## src/rtl/blink_monitor.sv

```systemverilog
// rtl/blink_monitor.sv - receive-side half-period and flag checker for the LED blinker
module blink_monitor #(
  parameter int CBITS  = 22,
  parameter int TOL    = 2,
  parameter int LOCK_N = 4
) (
  input  logic             clk,
  input  logic             rst,
  input  logic             led_in,
  input  logic             flg_in,
  output logic             locked,
  output logic             err,
  output logic [1:0]       err_code,
  output logic [CBITS:0]   meas
);

  localparam int W = CBITS + 1;
  localparam logic [CBITS:0] HALF  = {1'b1, {CBITS{1'b0}}};
  localparam logic [CBITS:0] TOL_V = W'(TOL);
  localparam logic [CBITS:0] HI    = HALF + TOL_V;
  localparam logic [CBITS:0] LO    = HALF - TOL_V;
  localparam logic [CBITS:0] SAT   = HI + W'(1);
  localparam logic [3:0]     LOCK_V = 4'(LOCK_N);

  typedef enum logic [1:0] {IDLE, MEASURE, LOCKED, FAULT} state_t;

  state_t         state, state_nxt;
  logic           led_q, flg_q;
  logic [CBITS:0] cnt;
  logic [3:0]     good, good_inc;
  logic           edge_det, checking;
  logic           flg_f, long_f, short_f;
  logic           fault, good_e;
  logic [1:0]     cause;

  always_comb begin
    edge_det = led_in ^ led_q;
    checking = (state == MEASURE) || (state == LOCKED);
    flg_f    = edge_det != flg_q;
    // timeout fires once, on the cycle cnt sits at the upper limit without an edge
    long_f   = edge_det ? (cnt > HI) : (cnt == HI);
    short_f  = edge_det && (cnt < LO);
    fault    = checking && (flg_f || long_f || short_f);
    good_e   = checking && edge_det && !flg_f && !long_f && !short_f;
    good_inc = good + 4'd1;
    if (flg_f)       cause = 2'b11;
    else if (long_f) cause = 2'b10;
    else             cause = 2'b01;
  end

  always_ff @(posedge clk or negedge rst) begin
    if (!rst) state <= IDLE;
    else      state <= state_nxt;
  end

  always_comb begin
    state_nxt = state;
    unique case (state)
      IDLE:    if (edge_det) state_nxt = MEASURE;
      MEASURE: begin
        if (fault)                                state_nxt = FAULT;
        else if (good_e && (good_inc == LOCK_V))  state_nxt = LOCKED;
      end
      LOCKED:  if (fault) state_nxt = FAULT;
      FAULT:   if (edge_det) state_nxt = MEASURE;
      default: state_nxt = IDLE;
    endcase
  end

  always_comb begin
    locked = (state == LOCKED);
  end

  always_ff @(posedge clk or negedge rst) begin
    if (!rst) begin
      led_q    <= 1'b0;
      flg_q    <= 1'b0;
      cnt      <= '0;
      good     <= '0;
      err      <= 1'b0;
      err_code <= 2'b00;
      meas     <= '0;
    end else begin
      led_q <= led_in;
      flg_q <= flg_in;
      if (edge_det)        cnt <= W'(1);
      else if (cnt != SAT) cnt <= cnt + W'(1);
      if (((state == IDLE) || (state == FAULT)) && edge_det) good <= '0;
      else if ((state == MEASURE) && good_e)                 good <= good_inc;
      if (edge_det && (state != IDLE)) meas <= cnt;
      err <= fault;
      if (fault) err_code <= cause;
    end
  end

endmodule

```

## config.mk

```make
export PLATFORM = sky130hd
export DESIGN_NAME = blink_monitor
export DESIGN_NICKNAME = d
export VERILOG_FILES = /design/src/rtl/blink_monitor.sv
export SDC_FILE = /design/constraint.sdc
export NUM_CORES = 1
export LEC_CHECK = 0
export BUFFER_PORTS_ARGS = -buffer_cell sky130_fd_sc_hd__buf_2
export CAP_MARGIN = 5
export CORE_MARGIN = 5
export CORE_UTILIZATION = 45
export CTS_CLUSTER_SIZE = 20
export DETAILED_ROUTE_END_ITERATION = 16
export HOLD_SLACK_MARGIN = 0.05
export SLEW_MARGIN = 20
export SYNTH_ARGS = -nofsm -noshare
export SYNTH_HDL_FRONTEND = slang
export SYNTH_SLANG_ARGS = --single-unit
```

## constraint.sdc

```tcl
create_clock -name clk -period 4.2 [get_ports clk]
set_clock_uncertainty 0.15 [all_clocks]
set_input_delay 0.21 -clock clk [delete_from_list [all_inputs] [get_ports clk]]
set_output_delay 0.21 -clock clk [all_outputs]
set_load 0.03 [all_outputs]
```

; After elaboration in Yosys (flattened, before gate mapping)
; Index checks and enable logic that the tools add are counted.
[word_totals]
input_bits = 4
word_cells = 58
reg_bits = 57
output_inout_bits = 27
[classes]
n_eq_ne = 10
addsub = 2
n_reduce_logical = 23
bitwise = 1
n_mux = 12
n_lt_le_gt_ge = 2
[op_table]
columns = cell, count
row1 = two-way mux 23 bit, 2
row2 = "adder 23 x 1 -> 23 bit, second input constant", 1
row3 = "== test 23 bit, second input constant", 1
row4 = "> comparator 23 bit, second input constant", 1
row5 = "less-than comparator 23 x 22 -> 1 bit, second input constant", 1
row6 = "inequality test 23 bit, second input constant", 1
row7 = two-way mux 2 bit, 6
row8 = logical AND 1 bit, 10
row9 = two-way mux 4 bit, 2
row10 = one-hot mux 2 bit (3 select lines), 1
row11 = nonzero test 2 bit, 3
row12 = "adder 4 x 1 -> 4 bit, second input constant", 1
row13 = "== test 2 bit, second input constant", 2
row14 = "== test 4 x 3 -> 1 bit, second input constant", 1
row15 = logical OR 1 bit, 4
row16 = "inequality test 2 x 1 -> 1 bit, second input constant", 2
row17 = logical NOT 1 bit, 3
row18 = "inequality test 3 x 2 -> 1 bit, second input constant", 1
row19 = AND reduction 3 bit, 1
row20 = "== test 2 x 1 -> 1 bit, second input constant", 1
row21 = logical NOT 2 bit, 1
row22 = OR reduction 2 bit, 1
row23 = two-way mux 1 bit, 1
row24 = inequality test 1 bit, 1
row25 = XOR 1 bit, 1

; Depth between registers and ports, before layout
; Gate-level depths: netlist of the first run.
[depth]
ltp_word = 10
depth_mapped = 8
ltp_nobuf = 8

; Worst setup path before layout of the first run
; No wires, ideal clock.
[synth_timing]
path_kind = register -> register
start = register cnt[14]
end = register good[3]
t_required_ns = 3.984
setup_slack_ns = 1.952
stages_incl_launch_ff = 8
setup_ns = 0.066
t_arrival_ns = 2.033
path_cell_list = dfrtp_1 buf_6 nand4_2 or4_4 o32ai_4 nand3_4 or4_1 nand2_1
[synth_between]
elab_chain_cells = 7
[synth_rtl]
columns = element, line
row1 = "start, declared", 29  ; logic [CBITS:0] cnt;
row2 = "start signal, assigned", 87  ; else if (cnt != SAT) cnt <= cnt + W'(1);
row3 = > comparator 23 bit / == test 23 bit (equally long branches), 41  ; long_f = edge_det ? (cnt > HI) : (cnt == HI);
row4 = two-way mux 1 bit, 41
row5 = logical NOT 1 bit, 44  ; good_e = checking && edge_det && !flg_f && !long_f && !short_f;
row6 = logical AND 1 bit, 44
row7 = logical AND 1 bit (*), 44
row8 = logical AND 1 bit (*), 89  ; else if ((state == MEASURE) && good_e) good <= good_inc;
row9 = nonzero test 2 bit (no line) (*), n/a
row10 = "end signal, assigned", 89
row11 = "end, declared", 30  ; logic [3:0] good, good_inc;
; Every way passes the cells marked *; elsewhere a longest branch is shown, timed or not.
; A chain may end at the register's enable or synchronous reset.

; Worst setup path in the final report of the first run
[layout_timing]
start = input led_in
end = register meas[5]
[layout_between]
elab_chain_cells = 2
[layout_rtl]
columns = element, line
row1 = "start, declared", 9  ; input logic led_in,
row2 = XOR 1 bit, 37  ; edge_det = led_in ^ led_q;
row3 = logical AND 1 bit, 90  ; if (edge_det && (state != IDLE)) meas <= cnt;
row4 = "end signal, assigned", 90
row5 = "end, declared", 14  ; output logic [CBITS:0] meas
; Every way passes these cells.

==> run_results.csv, run 1 <==
group,metric,value,unit
power_and_ir_drop,leakage,1.55,nW
die,core,5960,um2
drt,ant_nets,0,
drt,via_per_inst,5.31,
power_and_ir_drop,power,0.00146,W
setup_path,r2r_slack,1.81,ns
drt,routed_wirelength,5370,um
synthesis,yosysWarnings,0,
setup_path,timing.rr.end,"good[3]",
drt,vias,1958,
synthesis,ys.flop_type,"dfrtp_1",
layout,n_antenna_cell,0,
synthesis,synth-seq-cells,57,
timing,rsz0062_at_grt,"false",
run_status,status,"finished clean",
grt,antenna_found_initial,0,
power_and_ir_drop,net-switching-power,0.000441,W
timing,setup_viol,0,
cts,postCtsSetupRepairBufs,0,
setup_path,r2r_cells,6,
setup_path,worst_path_largest_cell_delay,0.71,ns
layout,drive_gt1_frac,0.235,
power_and_ir_drop,irDropWorstVdd,0.000223,V
synthesis,synth-async-reset-ratio,1.00,
layout,n_fill_cell,549,
flow_run,cap_violations,0,
synthesis,synth.avg_cell_area,11.0,um2
power_and_ir_drop,swShare,0.302,
setup_path,critical_path_class,"primary input to flop",
timing,hold_viol,0,
setup_path,cp_data_arrival_time,2.55,ns
min_path,worst_hold_path_type,"flop to flop",
cts,clk_root_buffer_cell,"clkbuf_8",
setup_path,r2r-start,"cnt[14]",
place,post-dp-hpwl,3760,um
grt,grtUsageTotal,0.158,
place,globalplace.congestion,0.799,
synthesis,synth_fp_nets,264,
grt,grt_pass1_wl,9450,um
synthesis,synth_edf_count,0,
setup_path,crit_path_top_delay_cell,"xnor2_1",
drt,drc_errors,0,
die,io_pins,31,
power_and_ir_drop,power_frac_comb,0.216,
synthesis,synthTopCellsByArea,"dfrtp_1, mux2_2, xor2_1, nor2_1, ha_1",
die,rows,28,
setup_path,worstPathMaxFanout,12,
synthesis,yosys.area.top_type,"dfrtp_1",
synthesis,synth_commonest_cells,"dfrtp_1, nor2_1, mux2_2, nand2_1",
cts,clkSinkCount,57,
timing,worst_slew_pin_slew,0.905,ns
cts,path_clk_slew,0.06,ns
place,io_buffers,30,
synthesis,syn_area,2760,um2
setup_path,start_kind,"primary input",
die,die_h,88.3,um
synthesis,ys_seq_area_frac,0.517,
cts,cts_buffer_depth,2,
timing,report.final.slew_viol_count,0,
power_and_ir_drop,seq_power_share,0.422,
die,start_util,0.464,
drt,dr.pass1.iters,4,
layout,num-nets-final,301,
setup_path,crit_required,4.26,ns
grt,grt-ovfl-total,0,
die,fp.dieW,88.3,um
layout,utilization,0.541,
power_and_ir_drop,power_density,454,nW/um2
cts,cts_buffers,9,
timing,fmax,0.402,GHz
min_path,hold_depth,1,
timing,timing.slew.headroom,0.392,
cts,htreeDepth,3,
setup_path,cp_cell_sequence,"dlygate4sd3_1 > buf_2 > xnor2_1 > nor2_2 > buf_4 > mux2_1",
power_and_ir_drop,intPower,0.00102,W
power_and_ir_drop,clkPwrFrac,0.362,
min_path,whs_endpoint,"meas[6]",
grt,grt_max_degree,58,
cts,cts_tree,"built",
setup_path,crit_path_end_kind,"flop",
synthesis,synth_top_area_frac,0.517,
synthesis,netlist_instances,252,
timing,fin_setup_tns,0,ns
layout,areaGrowthSynthToFinish,16.6,%
synthesis,yosysMostFrequentCell,"dfrtp_1",
min_path,hp-start,"meas[6]",
cts,worstSkewPairLatency,0.33,ns
place,placed_area,2980,um2
timing,fin_crit,2.49,ns
timing,fin_crit_sh,0.592,
die,die_area,7800,um2
synthesis,synthDistinctLibCells,42,
grt,grt_pass1_vias,2010,
drt,drtIter0Drc,70,
layout,fin_area,3220,um2
drt,wl_per_cell,14.5,um
[per-layer routing]
| layer | vias up | wire length [um] | track usage |
|---|---|---|---|
| li1 | 969 | - | - |
| met1 | 938 | 2760 | 0.226 |
| met2 | 38 | 2260 | 0.221 |
| met3 | 13 | 208 | 0.0354 |
| met4 | 0 | 144 | 0.0852 |
| met5 | - | 0 | 0 |
[how the worst max path moves through the flow]
stage          cells past startpoint     from  endpoint  slack [ns]
4_1_cts                            6   led_in   meas[5]        1.74
3_3_place_gp                       6  cnt[14]   good[3]        1.82
2_1_floorplan                      7  cnt[14]   good[3]        1.95
6_report                           6   led_in   meas[5]        1.71
3_5_place_dp                       6  cnt[14]   good[3]        1.81
5_1_grt                            6   led_in   meas[6]        1.59
[power groups by stage]
stage          Sequential (W)  Clock, W  Combinational (W)
3_5_place_dp         0.000627         0           0.000318
6_report             0.000617  0.000530           0.000316
5_1_grt              0.000625  0.000565           0.000354
4_1_cts              0.000618  0.000541           0.000321
2_1_floorplan        0.000664         0           0.000191
3_3_place_gp         0.000626         0           0.000313
[placed cells by master (no fill, tap or decap), types with 3 or more instances in the layout]
cell / n
a21oi_1: 5
and3_1: 3
buf_2: 30
buf_4: 3
clkbuf_8: 12
dfrtp_1: 57
dlygate4sd3_1: 3
ha_1: 8
inv_1: 6
mux2_1: 6
mux2_2: 17
nand2_1: 17
nand3_1: 14
nand4_1: 7
nor2_1: 30
nor3_1: 5
nor4_1: 5
o21ai_0: 5
or3_1: 7
or4_1: 3
xnor2_1: 9
xor2_1: 14
[flip-flops by register name, summed over array words and instances, names as in the netlist]
register  cells
cnt          23
err           1
err_code      2
flg_q         1
good          4
led_q         1
meas         23
state         2
[cell type report]
type	count	area (um2)	area share
well taps	75	93.8	0.0291
repair buffers	36	203	0.0630
inverters	6	22.5	0.00700
clock inverters	2	35.0	0.0109
clock buffers	14	173	0.0536
multi-input cells	179	1270	0.393
flip-flops and latches	57	1430	0.443
[critical path, delay by kind of cell]
kind	cells	cell delay (ns)
xor+xnor	1	0.71
buf+inv	3	0.97
mux	1	0.32
simple gates	1	0.33
[logic make-up after synthesis]
group,Yosys count,synth area share
XOR/XNOR,23,0.0730
AND/OR/NAND/NOR,101,0.189
buffers and inverters,16,0.0258
multiplexers,24,0.0974
adder cells (fa/ha/maj),8,0.0362
AO/OA/AOI/OAI,23,0.0616
flip-flops,57,0.517
[stage by stage]
step / hold WS (ns) / setup WS, ns / std cells
floorplan: -0.236 / 1.95 / 252
global placement: 0.169 / 1.82 / 350
detailed placement: 0.172 / 1.81 / 350
CTS: 0.341 / 1.74 / 369
global route: 0.362 / 1.59 / 369
finish: 0.329 / 1.71 / 369
[what timing repair did]
action,in CTS,in global routing
hold buffers,3,0
gates resized for setup,0,0
hold endpoints to repair,59,0
Note: power is estimated with default switching activity, not from simulation.
==> inputs of run 2 (changes only) <==
- clock period: 4.2 -> 2.6 ns (I/O delays scaled with it)
==> run_results.csv, run 2 (synthesis gave the netlist of run 1 again) <==
group,metric,value,unit
setup_path,path_buf_inv,0,
timing,setup_viol,0,
place,placed_area,3040,um2
power_and_ir_drop,power_density,708,nW/um2
drt,ant_nets,0,
cts,postCtsSetupRepairBufs,0,
layout,fin_area,3260,um2
min_path,worst_hold_path_type,"primary input to flop",
timing,worst_slew_pin_slew,0.930,ns
layout,areaGrowthSynthToFinish,18.2,%
layout,n_fill_cell,564,
layout,n_antenna_cell,0,
grt,grtUsageTotal,0.165,
drt,vias,2018,
layout,mostFrequentLayoutCells,"dfrtp_1, nor2_1, buf_2, nand2_1, mux2_2",
setup_path,worst_path_largest_cell_delay,0.55,ns
timing,report.final.slew_viol_count,0,
drt,routed_wirelength,5560,um
grt,antenna_found_initial,0,
cts,cts-resized-gates,0,
cts,path_clk_slew,0.06,ns
setup_path,cp_cell_sequence,"nand4_2 > or4_4 > o32ai_4 > nand3_4 > or4_1 > nand2_1",
setup_path,r2r_cells,6,
cts,htreeDepth,3,
setup_path,r2r-start,"cnt[14]",
drt,wl_per_cell,14.8,um
setup_path,timing.rr.end,"good[3]",
min_path,hp-start,"flg_in",
setup_path,worstSetupPathDepth,6,
drt,drtIter0Drc,90,
setup_path,crit_path_top_delay_cell,"or4_4",
cts,worstSkewPairLatency,0.34,ns
layout,num-nets-final,309,
cts,cts_buffers,9,
cts,cts_buffer_depth,2,
layout,layout_commonest_cell,"dfrtp_1",
setup_path,crit_required,2.73,ns
setup_path,crit_path_end_kind,"flop",
layout,drive_gt1_frac,0.258,
flow_run,cap_violations,0,
timing,fin_crit_sh,0.920,
die,fp.dieW,88.3,um
power_and_ir_drop,leakage,1.59,nW
drt,via_per_inst,5.35,
grt,grt_max_degree,43,
die,die_area,7800,um2
grt,grt_pass1_wl,9690,um
timing,fmax,0.418,GHz
timing,hold_viol,0,
die,core,5960,um2
die,io_pins,31,
power_and_ir_drop,irDropWorstVdd,0.000413,V
run_status,status,"finished clean",
layout,utilization,0.548,
timing,fin_crit,2.39,ns
setup_path,r2r_slack,0.21,ns
min_path,whs_endpoint,"flg_q",
drt,drc_errors,0,
place,post-dp-hpwl,3950,um
grt,grt-ovfl-total,0,
timing,rsz0062_at_grt,"false",
layout,seqCellArea,1430,um2
setup_path,cp_data_arrival_time,2.52,ns
cts,cts_tree,"built",
drt,dr.pass1.iters,4,
cts,clk_root_buffer_cell,"clkbuf_8",
timing,fin_setup_tns,0,ns
min_path,hold_depth,2,
die,start_util,0.464,
setup_path,critical_path_class,"flop to flop",
die,die_h,88.3,um
place,io_buffers,30,
setup_path,cp_top_family,"simple AND/OR/NAND/NOR gates",
cts,postCtsHoldBufs,3,
layout,multiInputGateArea,1270,um2
cts,clkSinkCount,57,
place,globalplace.congestion,0.795,
timing,timing.slew.headroom,0.380,
layout,biggestRegsByFlops,"cnt x23, meas x23, good x4",
grt,grt_pass1_vias,1981,
setup_path,start_kind,"flop",
die,rows,28,
setup_path,worstPathMaxFanout,8,
run 2: per-stage QoR:
| stage | hold slack [ns] | worst slack [ns] | power, W | instances |
|---|---|---|---|---|
| 3_5_place_dp | 0.0926 | 0.212 | 0.00154 | 358 |
| 5_1_grt | 0.288 | 0.117 | 0.00245 | 377 |
| 2_1_floorplan | -0.316 | 0.352 | 0.00138 | 252 |
| 6_report | 0.281 | 0.208 | 0.00231 | 377 |
| 4_1_cts | 0.263 | 0.196 | 0.00234 | 377 |
| 3_3_place_gp | 0.0889 | 0.226 | 0.00153 | 358 |
run 2: how the worst max path moves through the flow:
stage,to,startpoint
3_3_place_gp,good[3],cnt[14]
3_5_place_dp,good[3],cnt[14]
2_1_floorplan,good[3],cnt[14]
6_report,good[3],cnt[14]
4_1_cts,good[3],cnt[14]
5_1_grt,good[3],cnt[14]
run 2: power by group:
part	internal, W	switching, W	leakage (nW)	total (W)
Clock	0.000447	0.000344	0.102	0.000791
Sequential	0.000948	0.0000501	0.766	0.000998
Combinational	0.000189	0.000333	0.718	0.000522
Total	0.00158	0.000727	1.59	0.00231
run 2: area by class of cell:
type / count / area share
well taps: 75 / 0.0287
clock buffers: 14 / 0.0560
clock inverters: 2 / 0.00307
repair buffers: 44 / 0.0805
inverters: 6 / 0.00690
flip-flops and latches: 57 / 0.437
multi-input cells: 179 / 0.388
run 2: per-layer routing:
layer  up-vias  GRT usage  wire, um
li1        984          -         -
met3         9     0.0475       251
met4         0     0.0783       109
met2        40      0.230      2440
met1       985      0.235      2770
met5         -          0         0
